===== src/rtl/mc_ctrl_ex_if.sv =====
// Control bundle between the multi-cycle controller and the shared-memory datapath.
// The controller uses the master side; the datapath uses the slave side.
interface mc_ctrl_ex_if #(
    parameter int ALU_OP_W = 3
);
    logic [31:0]         Inst_in;
    logic                zero;
    logic                overflow;
    logic                MIO_ready;

    logic                MemRead;
    logic                MemWrite;
    logic                CPU_MIO;
    logic                IorD;
    logic                IRWrite;
    logic                RegWrite;
    logic                ALUSrcA;
    logic                PCWrite;
    logic                PCWriteCond;
    logic                Branch;
    logic [1:0]          RegDst;
    logic [1:0]          MemtoReg;
    logic [1:0]          ALUSrcB;
    logic [1:0]          PCSource;
    logic [ALU_OP_W-1:0] ALU_operation;
    logic                EPCWrite;
    logic                CauseWrite;
    logic [1:0]          cause;

    // Memory handshake: a transfer completes on the rising edge where the
    // controller holds MemRead/MemWrite with CPU_MIO=1 and MIO_ready=1.
    modport master (
        input  Inst_in, zero, overflow, MIO_ready,
        output MemRead, MemWrite, CPU_MIO, IorD, IRWrite, RegWrite, ALUSrcA,
               PCWrite, PCWriteCond, Branch, RegDst, MemtoReg, ALUSrcB,
               PCSource, ALU_operation, EPCWrite, CauseWrite, cause
    );

    modport slave (
        output Inst_in, zero, overflow, MIO_ready,
        input  MemRead, MemWrite, CPU_MIO, IorD, IRWrite, RegWrite, ALUSrcA,
               PCWrite, PCWriteCond, Branch, RegDst, MemtoReg, ALUSrcB,
               PCSource, ALU_operation, EPCWrite, CauseWrite, cause
    );
endinterface


===== src/rtl/mc_ctrl_ex.sv =====
// Multi-cycle MIPS control FSM with optional shift/signed-SLT decode, memory-wait
// timeout and a one-cycle precise exception state.
module mc_ctrl_ex #(
    parameter int ALU_OP_W    = 3,
    parameter int MEM_TIMEOUT = 0
) (
    input  logic               clk,
    input  logic               reset,
    mc_ctrl_ex_if.master       bus,
    output logic [4:0]         state_out
);
    typedef enum logic [4:0] {
        S_IF     = 5'd0,  S_ID     = 5'd1,  S_MEM_EX = 5'd2,  S_MEM_RD = 5'd3,
        S_LW_WB  = 5'd4,  S_MEM_WD = 5'd5,  S_R_EXE  = 5'd6,  S_R_WB   = 5'd7,
        S_BEQ    = 5'd8,  S_J      = 5'd9,  S_I_EXE  = 5'd10, S_I_WB   = 5'd11,
        S_LUI_WB = 5'd12, S_BNE    = 5'd13, S_JR     = 5'd14, S_JAL    = 5'd15,
        S_EXC    = 5'd16
    } state_t;

    localparam bit WIDE = (ALU_OP_W >= 4);

    localparam logic [ALU_OP_W-1:0] OP_AND  = ALU_OP_W'(3'b000);
    localparam logic [ALU_OP_W-1:0] OP_OR   = ALU_OP_W'(3'b001);
    localparam logic [ALU_OP_W-1:0] OP_ADD  = ALU_OP_W'(3'b010);
    localparam logic [ALU_OP_W-1:0] OP_XOR  = ALU_OP_W'(3'b011);
    localparam logic [ALU_OP_W-1:0] OP_NOR  = ALU_OP_W'(3'b100);
    localparam logic [ALU_OP_W-1:0] OP_SRLV = ALU_OP_W'(3'b101);
    localparam logic [ALU_OP_W-1:0] OP_SUB  = ALU_OP_W'(3'b110);
    localparam logic [ALU_OP_W-1:0] OP_SLTU = ALU_OP_W'(3'b111);
    localparam logic [ALU_OP_W-1:0] OP_SLL  = ALU_OP_W'(4'b1000);
    localparam logic [ALU_OP_W-1:0] OP_SRL  = ALU_OP_W'(4'b1001);
    localparam logic [ALU_OP_W-1:0] OP_SRA  = ALU_OP_W'(4'b1010);
    // Narrow ALUs have no signed compare, so signed SLT degrades to SLTU.
    localparam logic [ALU_OP_W-1:0] OP_SLT  = WIDE ? ALU_OP_W'(4'b1011) : OP_SLTU;

    localparam logic [5:0] OPC_R     = 6'b000000;
    localparam logic [5:0] OPC_J     = 6'b000010;
    localparam logic [5:0] OPC_JAL   = 6'b000011;
    localparam logic [5:0] OPC_BEQ   = 6'b000100;
    localparam logic [5:0] OPC_BNE   = 6'b000101;
    localparam logic [5:0] OPC_ADDI  = 6'b001000;
    localparam logic [5:0] OPC_SLTI  = 6'b001010;
    localparam logic [5:0] OPC_SLTIU = 6'b001011;
    localparam logic [5:0] OPC_ANDI  = 6'b001100;
    localparam logic [5:0] OPC_ORI   = 6'b001101;
    localparam logic [5:0] OPC_XORI  = 6'b001110;
    localparam logic [5:0] OPC_LUI   = 6'b001111;
    localparam logic [5:0] OPC_LW    = 6'b100011;
    localparam logic [5:0] OPC_SW    = 6'b101011;

    localparam logic [5:0] FN_SLL  = 6'b000000;
    localparam logic [5:0] FN_SRL  = 6'b000010;
    localparam logic [5:0] FN_SRA  = 6'b000011;
    localparam logic [5:0] FN_SRLV = 6'b000110;
    localparam logic [5:0] FN_JR   = 6'b001000;
    localparam logic [5:0] FN_ADD  = 6'b100000;
    localparam logic [5:0] FN_ADDU = 6'b100001;
    localparam logic [5:0] FN_SUB  = 6'b100010;
    localparam logic [5:0] FN_SUBU = 6'b100011;
    localparam logic [5:0] FN_AND  = 6'b100100;
    localparam logic [5:0] FN_OR   = 6'b100101;
    localparam logic [5:0] FN_XOR  = 6'b100110;
    localparam logic [5:0] FN_NOR  = 6'b100111;
    localparam logic [5:0] FN_SLT  = 6'b101010;
    localparam logic [5:0] FN_SLTU = 6'b101011;

    localparam logic [1:0] C_OVF  = 2'b01;
    localparam logic [1:0] C_BUS  = 2'b10;
    localparam logic [1:0] C_RSVD = 2'b11;

    localparam int CNT_W = (MEM_TIMEOUT > 0) ? $clog2(MEM_TIMEOUT + 1) : 1;
    // The limit fires on the edge closing the MEM_TIMEOUT-th waiting cycle.
    localparam logic [CNT_W-1:0] LIMIT = CNT_W'((MEM_TIMEOUT > 0) ? MEM_TIMEOUT - 1 : 0);

    state_t              state;
    state_t              nxt;
    logic [1:0]          cause_q;
    logic [1:0]          nxt_cause;
    logic [CNT_W-1:0]    wait_cnt;
    logic                waiting;
    logic                timeout;
    logic [5:0]          opcode;
    logic [5:0]          funct;
    logic                r_valid;
    logic                r_trap_ovf;
    logic [ALU_OP_W-1:0] r_alu;
    logic [ALU_OP_W-1:0] i_alu;

    assign opcode    = bus.Inst_in[31:26];
    assign funct     = bus.Inst_in[5:0];
    assign state_out = state;
    assign bus.cause = cause_q;

    assign waiting = (state == S_IF || state == S_MEM_RD || state == S_MEM_WD) && !bus.MIO_ready;
    assign timeout = (MEM_TIMEOUT != 0) && waiting && (wait_cnt == LIMIT);

    always_comb begin
        r_valid    = 1'b1;
        r_trap_ovf = 1'b0;
        r_alu      = OP_ADD;
        case (funct)
            FN_ADD:  begin r_alu = OP_ADD; r_trap_ovf = 1'b1; end
            FN_ADDU: r_alu = OP_ADD;
            FN_SUB:  begin r_alu = OP_SUB; r_trap_ovf = 1'b1; end
            FN_SUBU: r_alu = OP_SUB;
            FN_AND:  r_alu = OP_AND;
            FN_OR:   r_alu = OP_OR;
            FN_XOR:  r_alu = OP_XOR;
            FN_NOR:  r_alu = OP_NOR;
            FN_SRLV: r_alu = OP_SRLV;
            FN_SLTU: r_alu = OP_SLTU;
            FN_SLT:  r_alu = OP_SLT;
            FN_SLL:  begin r_alu = OP_SLL; r_valid = WIDE; end
            FN_SRL:  begin r_alu = OP_SRL; r_valid = WIDE; end
            FN_SRA:  begin r_alu = OP_SRA; r_valid = WIDE; end
            FN_JR:   r_alu = OP_ADD;
            default: r_valid = 1'b0;
        endcase
    end

    always_comb begin
        i_alu = OP_ADD;
        case (opcode)
            OPC_ANDI:  i_alu = OP_AND;
            OPC_ORI:   i_alu = OP_OR;
            OPC_XORI:  i_alu = OP_XOR;
            OPC_SLTI:  i_alu = OP_SLT;
            OPC_SLTIU: i_alu = OP_SLTU;
            default:   i_alu = OP_ADD;
        endcase
    end

    always_ff @(posedge clk or negedge reset) begin
        if (!reset) begin
            state    <= S_IF;
            cause_q  <= 2'b00;
            wait_cnt <= '0;
        end else begin
            state   <= nxt;
            cause_q <= nxt_cause;
            if (nxt != state)
                wait_cnt <= '0;
            else if (waiting && MEM_TIMEOUT != 0)
                wait_cnt <= wait_cnt + 1'b1;
        end
    end

    always_comb begin
        nxt               = S_IF;
        nxt_cause         = 2'b00;
        bus.MemRead       = 1'b0;
        bus.MemWrite      = 1'b0;
        bus.CPU_MIO       = 1'b0;
        bus.IorD          = 1'b0;
        bus.IRWrite       = 1'b0;
        bus.RegWrite      = 1'b0;
        bus.ALUSrcA       = 1'b0;
        bus.PCWrite       = 1'b0;
        bus.PCWriteCond   = 1'b0;
        bus.Branch        = 1'b0;
        bus.RegDst        = 2'b00;
        bus.MemtoReg      = 2'b00;
        bus.ALUSrcB       = 2'b00;
        bus.PCSource      = 2'b00;
        bus.ALU_operation = OP_ADD;
        bus.EPCWrite      = 1'b0;
        bus.CauseWrite    = 1'b0;
        case (state)
            S_IF: begin
                bus.MemRead = 1'b1;
                bus.CPU_MIO = 1'b1;
                bus.ALUSrcB = 2'b01;
                bus.IRWrite = bus.MIO_ready;
                bus.PCWrite = bus.MIO_ready;
                if (bus.MIO_ready) nxt = S_ID;
                else if (timeout) begin nxt = S_EXC; nxt_cause = C_BUS; end
                else nxt = S_IF;
            end
            S_ID: begin
                bus.ALUSrcB = 2'b11;
                case (opcode)
                    OPC_R: begin
                        if (funct == FN_JR) nxt = S_JR;
                        else if (r_valid) nxt = S_R_EXE;
                        else begin nxt = S_EXC; nxt_cause = C_RSVD; end
                    end
                    OPC_ADDI, OPC_ANDI, OPC_ORI, OPC_XORI, OPC_SLTI, OPC_SLTIU: nxt = S_I_EXE;
                    OPC_LUI:         nxt = S_LUI_WB;
                    OPC_LW, OPC_SW:  nxt = S_MEM_EX;
                    OPC_BEQ:         nxt = S_BEQ;
                    OPC_BNE:         nxt = S_BNE;
                    OPC_J:           nxt = S_J;
                    OPC_JAL:         nxt = S_JAL;
                    default: begin nxt = S_EXC; nxt_cause = C_RSVD; end
                endcase
            end
            S_R_EXE: begin
                bus.ALUSrcA       = 1'b1;
                bus.ALU_operation = r_alu;
                if (r_trap_ovf && bus.overflow) begin nxt = S_EXC; nxt_cause = C_OVF; end
                else nxt = S_R_WB;
            end
            S_R_WB: begin
                bus.RegWrite = 1'b1;
                bus.RegDst   = 2'b01;
            end
            S_I_EXE: begin
                bus.ALUSrcA       = 1'b1;
                bus.ALUSrcB       = 2'b10;
                bus.ALU_operation = i_alu;
                if (opcode == OPC_ADDI && bus.overflow) begin nxt = S_EXC; nxt_cause = C_OVF; end
                else nxt = S_I_WB;
            end
            S_I_WB:   bus.RegWrite = 1'b1;
            S_LUI_WB: begin
                bus.RegWrite = 1'b1;
                bus.MemtoReg = 2'b10;
            end
            S_MEM_EX: begin
                bus.ALUSrcA = 1'b1;
                bus.ALUSrcB = 2'b10;
                nxt = (opcode == OPC_LW) ? S_MEM_RD : S_MEM_WD;
            end
            S_MEM_RD: begin
                bus.IorD    = 1'b1;
                bus.MemRead = 1'b1;
                bus.CPU_MIO = 1'b1;
                if (bus.MIO_ready) nxt = S_LW_WB;
                else if (timeout) begin nxt = S_EXC; nxt_cause = C_BUS; end
                else nxt = S_MEM_RD;
            end
            S_MEM_WD: begin
                bus.IorD     = 1'b1;
                bus.MemWrite = 1'b1;
                bus.CPU_MIO  = 1'b1;
                if (bus.MIO_ready) nxt = S_IF;
                else if (timeout) begin nxt = S_EXC; nxt_cause = C_BUS; end
                else nxt = S_MEM_WD;
            end
            S_LW_WB: begin
                bus.RegWrite = 1'b1;
                bus.MemtoReg = 2'b01;
            end
            S_BEQ, S_BNE: begin
                bus.ALUSrcA       = 1'b1;
                bus.ALU_operation = OP_SUB;
                bus.PCWriteCond   = 1'b1;
                bus.PCSource      = 2'b01;
                bus.Branch        = (state == S_BEQ);
            end
            S_J: begin
                bus.PCWrite  = 1'b1;
                bus.PCSource = 2'b10;
            end
            S_JAL: begin
                bus.PCWrite  = 1'b1;
                bus.PCSource = 2'b10;
                bus.RegWrite = 1'b1;
                bus.RegDst   = 2'b10;
                bus.MemtoReg = 2'b11;
            end
            S_JR: begin
                bus.ALUSrcA = 1'b1;
                bus.PCWrite = 1'b1;
            end
            S_EXC: begin
                bus.EPCWrite   = 1'b1;
                bus.CauseWrite = 1'b1;
                bus.PCWrite    = 1'b1;
                bus.PCSource   = 2'b11;
            end
            default: nxt = S_IF;
        endcase
    end
endmodule


===== src/flat_wrapper.sv =====
// flat-port wrapper written by rule: the top's interface ports become plain ports
module mc_ctrl_ex_flat 
#(
    parameter int ALU_OP_W    = 3,
    parameter int MEM_TIMEOUT = 0
)
  (clk, reset, state_out, bus_Inst_in, bus_zero, bus_overflow, bus_MIO_ready, bus_MemRead, bus_MemWrite, bus_CPU_MIO, bus_IorD, bus_IRWrite, bus_RegWrite, bus_ALUSrcA, bus_PCWrite, bus_PCWriteCond, bus_Branch, bus_RegDst, bus_MemtoReg, bus_ALUSrcB, bus_PCSource, bus_ALU_operation, bus_EPCWrite, bus_CauseWrite, bus_cause);
  mc_ctrl_ex_if #(.ALU_OP_W(ALU_OP_W)) bus_i ();
  input  logic clk;
  input  logic reset;
  output logic [4:0] state_out;
  input wire logic [$bits(bus_i.Inst_in)-1:0] bus_Inst_in;
  input wire logic [$bits(bus_i.zero)-1:0] bus_zero;
  input wire logic [$bits(bus_i.overflow)-1:0] bus_overflow;
  input wire logic [$bits(bus_i.MIO_ready)-1:0] bus_MIO_ready;
  output wire logic [$bits(bus_i.MemRead)-1:0] bus_MemRead;
  output wire logic [$bits(bus_i.MemWrite)-1:0] bus_MemWrite;
  output wire logic [$bits(bus_i.CPU_MIO)-1:0] bus_CPU_MIO;
  output wire logic [$bits(bus_i.IorD)-1:0] bus_IorD;
  output wire logic [$bits(bus_i.IRWrite)-1:0] bus_IRWrite;
  output wire logic [$bits(bus_i.RegWrite)-1:0] bus_RegWrite;
  output wire logic [$bits(bus_i.ALUSrcA)-1:0] bus_ALUSrcA;
  output wire logic [$bits(bus_i.PCWrite)-1:0] bus_PCWrite;
  output wire logic [$bits(bus_i.PCWriteCond)-1:0] bus_PCWriteCond;
  output wire logic [$bits(bus_i.Branch)-1:0] bus_Branch;
  output wire logic [$bits(bus_i.RegDst)-1:0] bus_RegDst;
  output wire logic [$bits(bus_i.MemtoReg)-1:0] bus_MemtoReg;
  output wire logic [$bits(bus_i.ALUSrcB)-1:0] bus_ALUSrcB;
  output wire logic [$bits(bus_i.PCSource)-1:0] bus_PCSource;
  output wire logic [$bits(bus_i.ALU_operation)-1:0] bus_ALU_operation;
  output wire logic [$bits(bus_i.EPCWrite)-1:0] bus_EPCWrite;
  output wire logic [$bits(bus_i.CauseWrite)-1:0] bus_CauseWrite;
  output wire logic [$bits(bus_i.cause)-1:0] bus_cause;
  assign bus_i.Inst_in = bus_Inst_in;
  assign bus_i.zero = bus_zero;
  assign bus_i.overflow = bus_overflow;
  assign bus_i.MIO_ready = bus_MIO_ready;
  assign bus_MemRead = bus_i.MemRead;
  assign bus_MemWrite = bus_i.MemWrite;
  assign bus_CPU_MIO = bus_i.CPU_MIO;
  assign bus_IorD = bus_i.IorD;
  assign bus_IRWrite = bus_i.IRWrite;
  assign bus_RegWrite = bus_i.RegWrite;
  assign bus_ALUSrcA = bus_i.ALUSrcA;
  assign bus_PCWrite = bus_i.PCWrite;
  assign bus_PCWriteCond = bus_i.PCWriteCond;
  assign bus_Branch = bus_i.Branch;
  assign bus_RegDst = bus_i.RegDst;
  assign bus_MemtoReg = bus_i.MemtoReg;
  assign bus_ALUSrcB = bus_i.ALUSrcB;
  assign bus_PCSource = bus_i.PCSource;
  assign bus_ALU_operation = bus_i.ALU_operation;
  assign bus_EPCWrite = bus_i.EPCWrite;
  assign bus_CauseWrite = bus_i.CauseWrite;
  assign bus_cause = bus_i.cause;
  mc_ctrl_ex #(.ALU_OP_W(ALU_OP_W), .MEM_TIMEOUT(MEM_TIMEOUT)) u_core (.clk(clk), .reset(reset), .bus(bus_i), .state_out(state_out));
endmodule

===== config.mk =====
export PLATFORM = sky130hd
export DESIGN_NAME = mc_ctrl_ex_flat
export DESIGN_NICKNAME = d
export VERILOG_FILES = /design/src/rtl/mc_ctrl_ex_if.sv /design/src/rtl/mc_ctrl_ex.sv /design/src/flat_wrapper.sv
export SDC_FILE = /design/constraint.sdc
export NUM_CORES = 1
export LEC_CHECK = 0
export ABC_AREA = 1
export BUFFER_PORTS_ARGS = -buffer_cell sky130_fd_sc_hd__buf_2
export CORE_MARGIN = 4
export CORE_UTILIZATION = 39
export CTS_CLUSTER_SIZE = 16
export DETAILED_ROUTE_END_ITERATION = 16
export PLACE_DENSITY = 0.77
export SYNTH_ARGS = -nofsm -noshare
export SYNTH_HDL_FRONTEND = slang
export SYNTH_SLANG_ARGS = --single-unit

===== constraint.sdc =====
create_clock -name clk -period 1.15 [get_ports clk]
set_input_delay 0 -clock clk [delete_from_list [all_inputs] [get_ports clk]]
set_output_delay 0 -clock clk [all_outputs]
set_load 0.02 [all_outputs]

==> impl_metrics.toml <==
[status]
status = "complete, but fails checks"
violations = "negative setup slack"

[sta]
hold_violations = 0
fin_crit_sh_pct = 144
fin_ws_ns = -0.507
slew_viol_final = 0
rsz0062_at_grt = "true"
fin_skew_ns = 0.0105
fin_crit_ns = 1.66
relSlewSlack_pct = 77.5
setup-violations-final = 30
clock.fmax_mhz = 603
tightestPinTransition_ns = 0.335

[cts]
numCtsBuffers = 3
cts_root_buf = "clkbuf_4"
clockBufferDepth = 2
clock-sinks = 7
cts_htree_levels = 1
clock_latency_ns = 0.27
clk_pin_slew_ns = 0.06
tritoncts = "yes"

[critical_path]
critPathMaxFanout = 5
worst_ep_required_time_ns = 1.15
cp-start-kind = "register"
end_kind = "primary output"
crit_arrival_ns = 1.66
reg2reg_slack_ns = -0.42
critPathKind = "reg2out"

[place]
gp_congestion = 0.887
port_buffers = 45
dp_hpwl_um = 2870
place_inst = 298

[global_route]
grt_pass1_vias = 1456
antenna_found_initial = 0
grt_pass1_wl_um = 6420
grt_max_degree = 8
grt_use_total_pct = 23.2
gr-total-overflow = 0

[logic_synthesis]
avgSynthCellArea_um2 = 5.21
synth_top_area_share_pct = 19.1
synth_enable_flop_cells = 0
synth_nets = 240
yosys.area.top_type = "nand2_1"
synth_area_um2 = 1060
synth_most_common_cell = "nand2_1"
yosysSeqAreaShare_pct = 16.5
synth_area_leaders = "nand2_1 (19%), dfrtp_1 (17%), nand3_1 (14%)"
synth_cells = 203
synthArstFlopShare_pct = 100
yosys_warnings = 0
synth_cell_types = 22
ys_top_cells_by_count = "nand2_1 (54), inv_1 (31), nor2_1 (31), nand3_1 (29), nor2_2 (11)"
ys_ff_latch = 7
ys.flop_type = "dfrtp_1"

[hold_path]
hold_path.class = "in2async"

[power]
power_leakage_nw = 1.14
ir_drop_mv = 2.27
total_power_mw = 3.37
pwr_density_cell_nw_per_um2 = 1630

[drt]
vias = 1858
via_per_inst = 5.70
drc = 0
wire_per_inst_um = 16.9
ant_nets = 0
drtPass1Iterations = 6
totalWireLength_um = 5500
initialDrtViolationCount = 127

[floorplan]
fp.coreArea_um2 = 2520
start_util_pct = 42.0
chipWidth_um = 60.1
ioPinCount = 67
fp.dieH_um = 60.1
die_area_um2 = 3610
rows = 18

[layout]
fillerInstances = 149
fin_util_pct = 82.0
instances_no_fill = 326
layout-drive-gt1-share_pct = 57.8
area_growth_syn_to_layout_pct = 95.4
final_nets = 334
antenna_cells = 0

[run]
maxCapViolations = 0
path summary, 6_finish.rpt:
check	from	endpoint	cells past startpoint
worst max register to register	u_core.state_out[3]$_DFF_PN0_	u_core.state_out[1]$_DFF_PN0_	9
min in group clk	bus_MIO_ready	u_core.state_out[0]$_DFF_PN0_	4
worst min register to register	u_core.state_out[1]$_DFF_PN0_	u_core.state_out[2]$_DFF_PN0_	4
worst min-delay path	reset	u_core.state_out[1]$_DFF_PN0_	2
max in group asynchronous	reset	u_core.state_out[4]$_DFF_PN0_	2
worst max-delay path	u_core.state_out[3]$_DFF_PN0_	bus_PCWrite	7
cell usage in the layout (no fill, tap or decap), drive strengths merged:
cell         instances
a21oi                5
a31oi                1
and3                 1
buf                 89
clkbuf               4
dfrtp                7
dlygate4sd3          1
inv                 37
nand2               56
nand3               30
nand3b               1
nand4                4
nor2                44
nor3                 4
o211ai               1
o21ai                8
o221ai               1
o22ai                2
layout make-up:
class,count,area (µm²),share of cell area [%]
multi-input combinational,158,972,47.0
tap,30,37.5,1.81
clock buffer,4,26.3,1.27
timing repair buffer,90,704,34.1
sequential,7,181,8.77
inverter,37,146,7.08
registers in the layout (all words and copies together), names as in the netlist:
register and cells:
u_core.bus.cause 2, u_core.state_out 5
through the flow:
step,worst slack (ns),setup TNS [ns],hold slack [ns],cell area (µm²)
floorplan,-0.138,-1.15,-0.296,1140
global placement,-0.213,-1.40,-0.162,1550
detailed placement,-0.193,-1.73,-0.158,1550
CTS,-0.369,-6.88,0.0986,1790
global route,-0.550,-11.81,0.119,2070
finish,-0.507,-10.79,0.0883,2070
cell families after synthesis:
logic type	count (synthesis)	share of synthesized area, %
AO/OA/AOI/OAI	18	9.46
AND/OR/NAND/NOR	140	60.2
flip-flops	7	16.5
buffers and inverters	38	13.8
report_power, final:
| part | internal, mW | switching, mW |
|---|---|---|
| combinational | 1.11 | 1.60 |
| sequential | 0.329 | 0.0830 |
| clock | 0.134 | 0.116 |
timing repair:
action | CTS | global route
gates resized for setup | 44 | 50
setup buffers | 8 | 16
endpoints found under the setup margin | 30 | 31
pin swaps | 9 | 15
hold buffers | 1 | 0
hold endpoints to repair | 7 | 0
critical path: stages, from the launching register on:
cell	delay, ns
dfrtp_2	0.45
buf_4	0.16
nor2_4	0.22
nand3_2	0.14
nand2_2	0.09
nor2_2	0.05
o221ai_2	0.09
buf_4	0.18
metal layers:
| layer | vias to the layer above | GRT usage [%] | wire [µm] | share of wire, % |
|---|---|---|---|---|
| met5 | - | 0 | 0 | 0 |
| met4 | 0 | 6.33 | 265 | 4.8 |
| met3 | 30 | 2.81 | 487 | 8.9 |
| met2 | 137 | 42.9 | 2680 | 49 |
| met1 | 852 | 27.7 | 2060 | 38 |
| li1 | 839 | - | - | - |
Note: power is estimated with default switching activity, not from simulation.
